<file path="config.mk">
export PLATFORM = sky130hd
export DESIGN_NAME = mod_down_timer
export DESIGN_NICKNAME = d
export VERILOG_FILES = /design/src/rtl/mod_counter_pkg.sv /design/src/rtl/mod_down_timer.sv
export SDC_FILE = /design/constraint.sdc
export NUM_CORES = 1
export LEC_CHECK = 0
export CAP_MARGIN = 0
export CORE_UTILIZATION = 42
export CTS_CLUSTER_DIAMETER = 30
export CTS_CLUSTER_SIZE = 28
export DETAILED_ROUTE_END_ITERATION = 8
export HOLD_SLACK_MARGIN = 0.08
export MAX_ROUTING_LAYER = met4
export PLACE_DENSITY = 0.73
export SYNTH_ARGS = -nofsm -noshare
export SYNTH_HDL_FRONTEND = slang
export SYNTH_SLANG_ARGS = --single-unit
</file>
<file path="constraint.sdc">
create_clock -name Clk_In -period 1.75 [get_ports Clk_In]
set_clock_uncertainty 0.1 [all_clocks]
set_input_delay 0.35 -clock Clk_In [delete_from_list [all_inputs] [get_ports Clk_In]]
set_output_delay 0.35 -clock Clk_In [all_outputs]
set_load 0.005 [all_outputs]
</file>
<file path="src/rtl/mod_counter_pkg.sv">
// Shared definitions for the counters-and-timers set: default width and the
// state encoding of the loadable modulo down-timer.
package mod_counter_pkg;

   // Default counter/modulus width shared with the up-counter.
   localparam int DEFAULT_WIDTH = 4;

   // IDLE  : no modulus loaded yet
   // RUN   : counting down
   // PAUSE : modulus loaded, count frozen until Start returns
   // DONE  : one-shot finished, waits for a new Load
   typedef enum logic [1:0] {
      ST_IDLE  = 2'd0,
      ST_RUN   = 2'd1,
      ST_PAUSE = 2'd2,
      ST_DONE  = 2'd3
   } mod_timer_state_t;

endpackage

</file>
<file path="src/rtl/mod_down_timer.sv">
// Loadable modulo down-counter/timer. A modulus M is loaded, the count runs
// M-1 down to 0 and then either reloads (periodic) or stops (one-shot).
// Terminal_Count_Out is a registered one-cycle tick in the cycle after the
// count leaves 0, so in periodic mode ticks are exactly M cycles apart.
// A modulus of 0 stands for 2**WIDTH.
module mod_down_timer
   import mod_counter_pkg::*;
#(
   parameter int WIDTH = DEFAULT_WIDTH
) (
   input  logic             Clk_In,
   input  logic             Reset_In,
   input  logic             Start_Stopb_In,
   input  logic             Load_In,
   input  logic [WIDTH-1:0] MOD_Value_In,
   input  logic             Auto_Reload_In,
   output logic [WIDTH-1:0] Count_Out,
   output logic             Terminal_Count_Out,
   output logic             Busy_Out,
   output mod_timer_state_t Dbg_State_Out
);

   mod_timer_state_t state_q, state_d;
   logic [WIDTH-1:0] count_q, count_d;
   logic [WIDTH-1:0] mod_q,   mod_d;
   logic             tc_q,    tc_d;

   // Registered state, count, captured modulus and tick; reset wins over all.
   always_ff @(posedge Clk_In) begin
      if (Reset_In) begin
         state_q <= ST_IDLE;
         count_q <= '0;
         mod_q   <= '0;
         tc_q    <= 1'b0;
      end else begin
         state_q <= state_d;
         count_q <= count_d;
         mod_q   <= mod_d;
         tc_q    <= tc_d;
      end
   end

   // Next-state logic: Load overrides the normal per-state count update.
   always_comb begin
      state_d = state_q;
      count_d = count_q;
      mod_d   = mod_q;
      tc_d    = 1'b0;

      if (Load_In) begin
         // Subtraction wraps, so a modulus of 0 starts from all ones.
         mod_d   = MOD_Value_In;
         count_d = MOD_Value_In - WIDTH'(1);
         state_d = Start_Stopb_In ? ST_RUN : ST_PAUSE;
      end else begin
         case (state_q)
            ST_IDLE: begin
               count_d = '0;
            end
            ST_RUN: begin
               if (!Start_Stopb_In) begin
                  state_d = ST_PAUSE;
               end else if (count_q != '0) begin
                  count_d = count_q - WIDTH'(1);
               end else begin
                  // Count leaving 0: tick, then reload or finish.
                  tc_d = 1'b1;
                  if (Auto_Reload_In) begin
                     count_d = mod_q - WIDTH'(1);
                  end else begin
                     state_d = ST_DONE;
                  end
               end
            end
            ST_PAUSE: begin
               // Resume only changes state; the first decrement is one edge later.
               if (Start_Stopb_In) begin
                  state_d = ST_RUN;
               end
            end
            ST_DONE: begin
               count_d = '0;
            end
            default: begin
               state_d = ST_IDLE;
               count_d = '0;
            end
         endcase
      end
   end

   // Outputs come straight from registers.
   always_comb begin
      Count_Out          = count_q;
      Terminal_Count_Out = tc_q;
      Busy_Out           = (state_q == ST_RUN);
      Dbg_State_Out      = state_q;
   end

endmodule

</file>
==> results of run 1 <==
worst max path at each step:
stage | end | slack, ps | cells after the start
after global placement | Count_Out[1] | -60 | 7
after floorplan | Count_Out[2] | 8 | 6
after detailed placement | Count_Out[1] | -90 | 7
after global routing | Dbg_State_Out[0] | -160 | 5
after CTS | Count_Out[2] | -40 | 6
final | Dbg_State_Out[0] | -100 | 5
worst max-delay path, cell delays in order, from the launching register on:
cell      delay, ps
dfxtp_2         330
buf_4           150
or4_4           570
o21bai_4        260
a211oi_1        140
a211oi_2        210
stage by stage:
stage,TNS [ps],hold WS (ps)
after floorplan,0,347
after detailed placement,-227,415
after global routing,-754,474
after global placement,-70.4,400
final,-384,423
after CTS,-81.9,433
kinds of logic after synthesis:
family | Yosys count | synth area share [%]
mux | 4 | 5.65
compound gates | 26 | 28.6
xor+xnor | 3 | 3.71
buf+inv | 12 | 6.89
fa+ha+maj | 4 | 7.07
flops | 11 | 31.1
simple gates | 22 | 17.0
Yosys cell counts, drive strengths merged:
| library cell | n | area share (%) |
|---|---|---|
| a32oi | 1 | 1.2 |
| clkbuf | 2 | 1.1 |
| a31oi | 1 | 0.88 |
| nor3 | 3 | 2.1 |
| xor2 | 3 | 3.7 |
| nand2 | 2 | 1.1 |
| a31o | 1 | 1.2 |
| a21oi | 6 | 4.2 |
| mux2i | 4 | 5.7 |
| or3 | 2 | 1.9 |
| and2 | 1 | 0.88 |
| inv | 9 | 4.8 |
| o211a | 1 | 1.4 |
| o31ai | 1 | 1.1 |
| buf | 1 | 1.1 |
| nand2b | 2 | 1.8 |
| a21o | 1 | 1.1 |
| or4 | 1 | 1.6 |
| o21ai | 4 | 3.4 |
| a211oi | 4 | 5.7 |
| nor4b | 2 | 2.5 |
| o32ai | 1 | 1.2 |
| nor2 | 8 | 4.2 |
| ha | 4 | 7.1 |
| a221o | 1 | 1.4 |
| dfxtp | 11 | 31 |
| a22oi | 2 | 2.1 |
| nor4 | 1 | 0.88 |
| o21bai | 2 | 3.7 |
repair_timing:
action / CTS / global route
gates resized for setup: 8 / 9
pin swaps: 2 / 8
setup buffers: 1 / 2
setup endpoints to repair: 4 / 7
layer usage:
| layer | part of all wire (%) | track usage (%) |
|---|---|---|
| met1 | 46 | 27.5 |
| met2 | 49 | 37.3 |
| met3 | 3.0 | 4.26 |
| met4 | 1.9 | 13.3 |
| met5 | 0 | - |
power groups by stage:
| stage | clock network (mW) | logic, mW | registers, mW |
|---|---|---|---|
| floorplan | 0 | 0.164 | 0.304 |
| global placement | 0 | 0.304 | 0.298 |
| detailed placement | 0 | 0.312 | 0.299 |
| CTS | 0.186 | 0.321 | 0.295 |
| global route | 0.200 | 0.383 | 0.303 |
| finish | 0.192 | 0.350 | 0.300 |
flip-flops by register name (all words and copies together), names as in the netlist:
name and cells:
Dbg_State_Out 2, Count_Out 4, mod_q 4, Terminal_Count_Out 1
layout make-up:
class,count,area [sq um],area share (%)
multi-input combinational,59,483,44.7
timing repair buffer,33,290,26.9
sequential,11,226,21.0
inverter,9,33.8,3.13
clock buffer,4,26.3,2.43
tap,16,20.0,1.85
==> results by group, run 1 <==
Drt
  • Drt total wl: just under 2000 microns
  • Number of routed nets with antenna violations: 0
  • Vias: 739
  • DRC viols: 0
  • Drt via density: ~5.6
  • DR WL/cell: ~15 microns
  • DRT Pass-1 Iters: 4
  • Initial drt markers: 14

Placed design
  • Gpl congestion: around 0.85
  • Area after DPL: between 900 and 1000 sq um
  • DP Worst Slack: -88.7 ps
  • Post-DP HPWL: between 1000 and 1500 microns
  • Port buffer count: 16
  • Cells after DPL: approximately 130

Yosys
  • Synthesized flop and latch total: 11
  • Synthesized area: slightly above 700 sq um
  • Yosys Warn Count: 0
  • Synth unique cells: 33
  • Synth Area per Inst: 8.64 sq um
  • Post-Syn Instances: 82
  • Synth Net Count: 95
  • Sequential share of the synthesized area: 31.1%

Min path
  • Hold_sp: mod_q[3]
  • Hold depth: 2
  • Worst Hold End: mod_q[3]
  • Tightest Hold Check Type: register to register

Worst setup path
  • Critical Path Start: Count_Out[2]
  • Startpoint types: register
  • CP Class: register to register
  • CP required: around 1900 ps
  • R2r endpoint: Dbg_State_Out[0]
  • Setup crit end kind: register
  • Worst r2r src: Count_Out[2]
  • R2R setup slack: -100 ps
  • R2R depth: 5
  • Arrival @ worst endpoint: just under 2000 ps
  • Worst-path fanout max: 6

CTS
  • Total CTS buffers: 3
  • Clock Tree Root: clkbuf_4
  • Worst skew pair latency: 280 ps
  • Sink Count: 11
  • Hold Buf Count CTS: 0
  • Htree depth: 1
  • Clock slew at reported path FFs: 80 ps
  • CTS tree: yes
  • Longest Clk Path Bufs: 2

Timing
  • Final Worst Setup Slack: -103 ps
  • Max_slew headroom: 70.5%
  • Achievable frequency: around 0.54 GHz
  • Final Cycle Share: 106%
  • Final min period: 1850 ps
  • Final Hold Fails: 0
  • Worst-margin pin slew: 441 ps
  • RSZ-0062 raised after global routing: yes
  • Slew Viols, Final: 0
  • Setup Viol. Count Final: 6

Floorplanning
  • Core Region: around 1500 sq um
  • Die Ht: 43.1 microns
  • Initial Utilization: between 40% and 50%
  • Boundary pin count: 17
  • Floorplan row count: 14
  • Die ar.: roughly 1900 sq um
  • Horiz. Die Dim: about 43 microns

GRT
  • Initial antenna violation count: 0
  • Gr usage total: 23.4%
  • First-pass GRT wire length: roughly 3200 microns
  • Vias in the first global route: between 700 and 800
  • GRT Residual Overflow: 0
  • Pin count of the biggest net entering global routing: 15

Power and ir drop
  • Comb power frac: about two fifths
  • Sw Pwr: 289 uW
  • Internal power: ~550 uW
  • Power density over the cells: 780 nW/um^2
  • Sequential power share: between 30% and 40%
  • Clk pwr share: a little under a quarter
  • Sw Share: between 30 and 40%
  • Power Total: about 840 uW
  • Leak Pwr: 0.462 nW
  • Maximum VDD drop: about 0.00044 V

Final layout
  • Fillers: about 130
  • Final core utilization: a little over two thirds
  • Area Overhead vs Synth: 52.5%
  • Final Cell Area: 1080 sq um
  • Share of cells above drive strength 1: approximately 35%
  • Commonest non-fill, non-tap cell in the layout: buf_4
  • Final net count: 130
  • Most frequent cells in the layout: buf_4 (16), clkdlybuf4s50_1 (15), nor2_1 (8), inv_1 (8), dfxtp_1 (6)
  • Non-filler cells in the finished layout: between 100 and 150
  • Antenna cells: 0

Job
  • Max-Cap Viols: 0

Run status
  • Status: complete, but fails checks
  • Failing checks: negative setup slack
(Power assumes the default switching activity.)
==> run 2: changes to the inputs <==
SETUP_SLACK_MARGIN = 0.05   (was unset)
==> run 2 against run 1 <==
The flow now finishes without violations. Sequential power grew 2%. Combinational power fell by 8.0%. Fmax increased by 6.8%. Sequential share of layout area rose by 0.78 points. Cell count fell by 2.3%. Largest power group unchanged.
==> results by group, run 2 (same netlist as run 1, synthesis figures left out) <==
Run status
  • Status: finished, final reports clean

CTS
  • Sink Count: 11 (unchanged)
  • Clock slew at reported path FFs: 80 ps (about the same)
  • Longest Clk Path Bufs: 2 (unchanged)
  • Htree depth: 1 (unchanged)
  • Clock Tree Root: clkbuf_4
  • Total CTS buffers: 3 (unchanged)
  • Worst skew pair latency: 280 ps (about the same)
  • CTS tree: yes

Timing
  • Final min period: 1740 ps (-118 ps)
  • Setup Viol. Count Final: 0 (-6)
  • Final Hold Fails: 0 (unchanged)
  • RSZ-0062 raised after global routing: yes
  • Worst-margin pin slew: 453 ps (+12.3 ps)
  • Hold slack: 427 ps (+3.95 ps)
  • Final Cycle Share: 99.1% (-6.7 points)
  • Setup TNS: 0 ps (+384 ps)
  • Achievable frequency: 0.576 GHz (+6.8%)
  • Max_slew headroom: 69.7% (-0.82 points)
  • Slew Viols, Final: 0 (unchanged)

Worst setup path
  • R2r endpoint: Count_Out[2]
  • Worst r2r src: Count_Out[3]
  • Worst-path fanout max: 2 (-4)
  • CP required: 1820 ps (-30 ps)
  • Critical Path Start: Count_Out[3]
  • Crit path to: Count_Out[2]
  • R2R depth: 6 (+1)
  • CP Class: register to register
  • R2R setup slack: 10 ps (+120 ps)
  • Startpoint types: register
  • Setup crit end kind: register
  • Arrival @ worst endpoint: 1800 ps (-150 ps)

Power and ir drop
  • Power Total: 817 uW (-3.0%)
  • Maximum VDD drop: 0.000441 V (+0.37%)
  • Leak Pwr: 0.473 nW (+2.5%)
  • Power density over the cells: 771 nW/um^2 (-1.1%)

Drt
  • DRT Pass-1 Iters: 4 (unchanged)
  • Initial drt markers: 24 (+10)
  • Drt total wl: 1730 microns (-11%)
  • Vias: 731 (-1.1%)
  • Drt via density: 5.67 (+1.2%)
  • DRC viols: 0 (unchanged)
  • Number of routed nets with antenna violations: 0 (unchanged)
  • DR WL/cell: 13.4 microns (-8.6%)

Min path
  • Tightest Hold Check Type: register to register
  • Hold depth: 2 (unchanged)

Floorplanning
  • Die ar.: 1850 sq um (unchanged)
  • Floorplan row count: 14 (unchanged)
  • Boundary pin count: 17 (unchanged)
  • Core Region: 1540 sq um (unchanged)
  • Die Ht: 43.1 microns (unchanged)
  • Initial Utilization: 45.9% (unchanged)
  • Horiz. Die Dim: 43.1 microns (unchanged)

Final layout
  • Most frequent cells in the layout: clkdlybuf4s50_1 (14), buf_4 (13), inv_1 (8), nor2_1 (7), a21oi_1 (6)
  • Share of cells above drive strength 1: 31.9% (-3.5 points)
  • Commonest non-fill, non-tap cell in the layout: clkdlybuf4s50_1
  • Area used by multi-input combinational logic: 474 sq um (-1.8%)
  • Final core utilization: 68.7% (-1.4 points)
  • Antenna cells: 0 (unchanged)
  • Final Cell Area: 1060 sq um (-2.0%)
  • Register area: 230 sq um (+1.7%)
  • Fillers: 131 (unchanged)
  • Final net count: 127 (-2.3%)
  • Area Overhead vs Synth: 49.5%

Placed design
  • Area after DPL: 970 sq um (-0.90%)
  • Gpl congestion: 0.834 (-2.3%)
  • Post-DP HPWL: 1270 microns (-5.8%)
  • Port buffer count: 16 (unchanged)

GRT
  • Gr usage total: 22.2% (-1.2 points)
  • GRT Residual Overflow: 0 (unchanged)
  • First-pass GRT wire length: 2980 microns (-5.7%)
  • Initial antenna violation count: 0 (unchanged)
  • Vias in the first global route: 692 (-6.1%)
  • Pin count of the biggest net entering global routing: 13 (-2)

Job
  • Max-Cap Viols: 0 (unchanged)
[run 2: changes by cell type in the layout (fill, tap and decap cells not counted), sizes merged]
cell           change
buf                -3
clkdlybuf4s50      -1
dlygate4sd2        -1
dlymetal6s2s       +2
[run 2: repair_timing]
action / in CTS / in global routing
hold endpoints to repair: 0 / 0
pin swaps: 3 / 0
gates resized for setup: 10 / 7
setup buffers: 2 / 0
setup endpoints to repair: 5 / 9
hold buffers: 0 / 0
[run 2: metal layers]
layer / share of wire [%] / wire, microns / GRT usage, % / vias to the layer above
li1: - / - / - / 362
met4: 1.8 / 31 / 10.9 / 0
met5: 0 / 0 / - / -
met2: 48 / 837 / 35.8 / 33
met1: 45 / 779 / 27.3 / 331
met3: 4.9 / 85 / 2.55 / 5
[run 2: critical path, stage by stage, from the launching register on]
cell     delay, ps
dfxtp_2        340
nor4b_4        290
nor2_1          90
ha_1           200
or3_1          340
a32oi_1        180
a21oi_1         80
[run 2: worst min-delay path by stage]
| stage | to | startpoint |
|---|---|---|
| 3_3_place_gp | mod_q[3] | mod_q[3] |
| 3_5_place_dp | mod_q[3] | mod_q[3] |
| 6_report | mod_q[3] | mod_q[3] |
| 4_1_cts | mod_q[3] | mod_q[3] |
| 2_1_floorplan | Dbg_State_Out[1] | Start_Stopb_In |
| 5_1_grt | mod_q[2] | mod_q[2] |
[run 2: power by group]
group | total [mW] | internal [mW] | switching, mW
Combinational | 0.322 | 0.178 | 0.144
Clock | 0.187 | 0.0885 | 0.0989
Sequential | 0.307 | 0.278 | 0.0297
Total | 0.817 | 0.544 | 0.272
[run 2: final cells by class]
class	count	share of cell area, %
Clock buffer	4	2.48
Inverter	9	3.19
Multi-Input combinational cell	59	44.8
Sequential cell	11	21.7
Tap cell	16	1.89
Timing Repair Buffer	30	25.9
[run 2: metrics by stage]
step	setup WS, ps	std cells
3_5_place_dp	-85.3	123
5_1_grt	-37.7	129
4_1_cts	2.88	129
2_1_floorplan	64.0	82
6_report	14.9	129
3_3_place_gp	-37.9	123
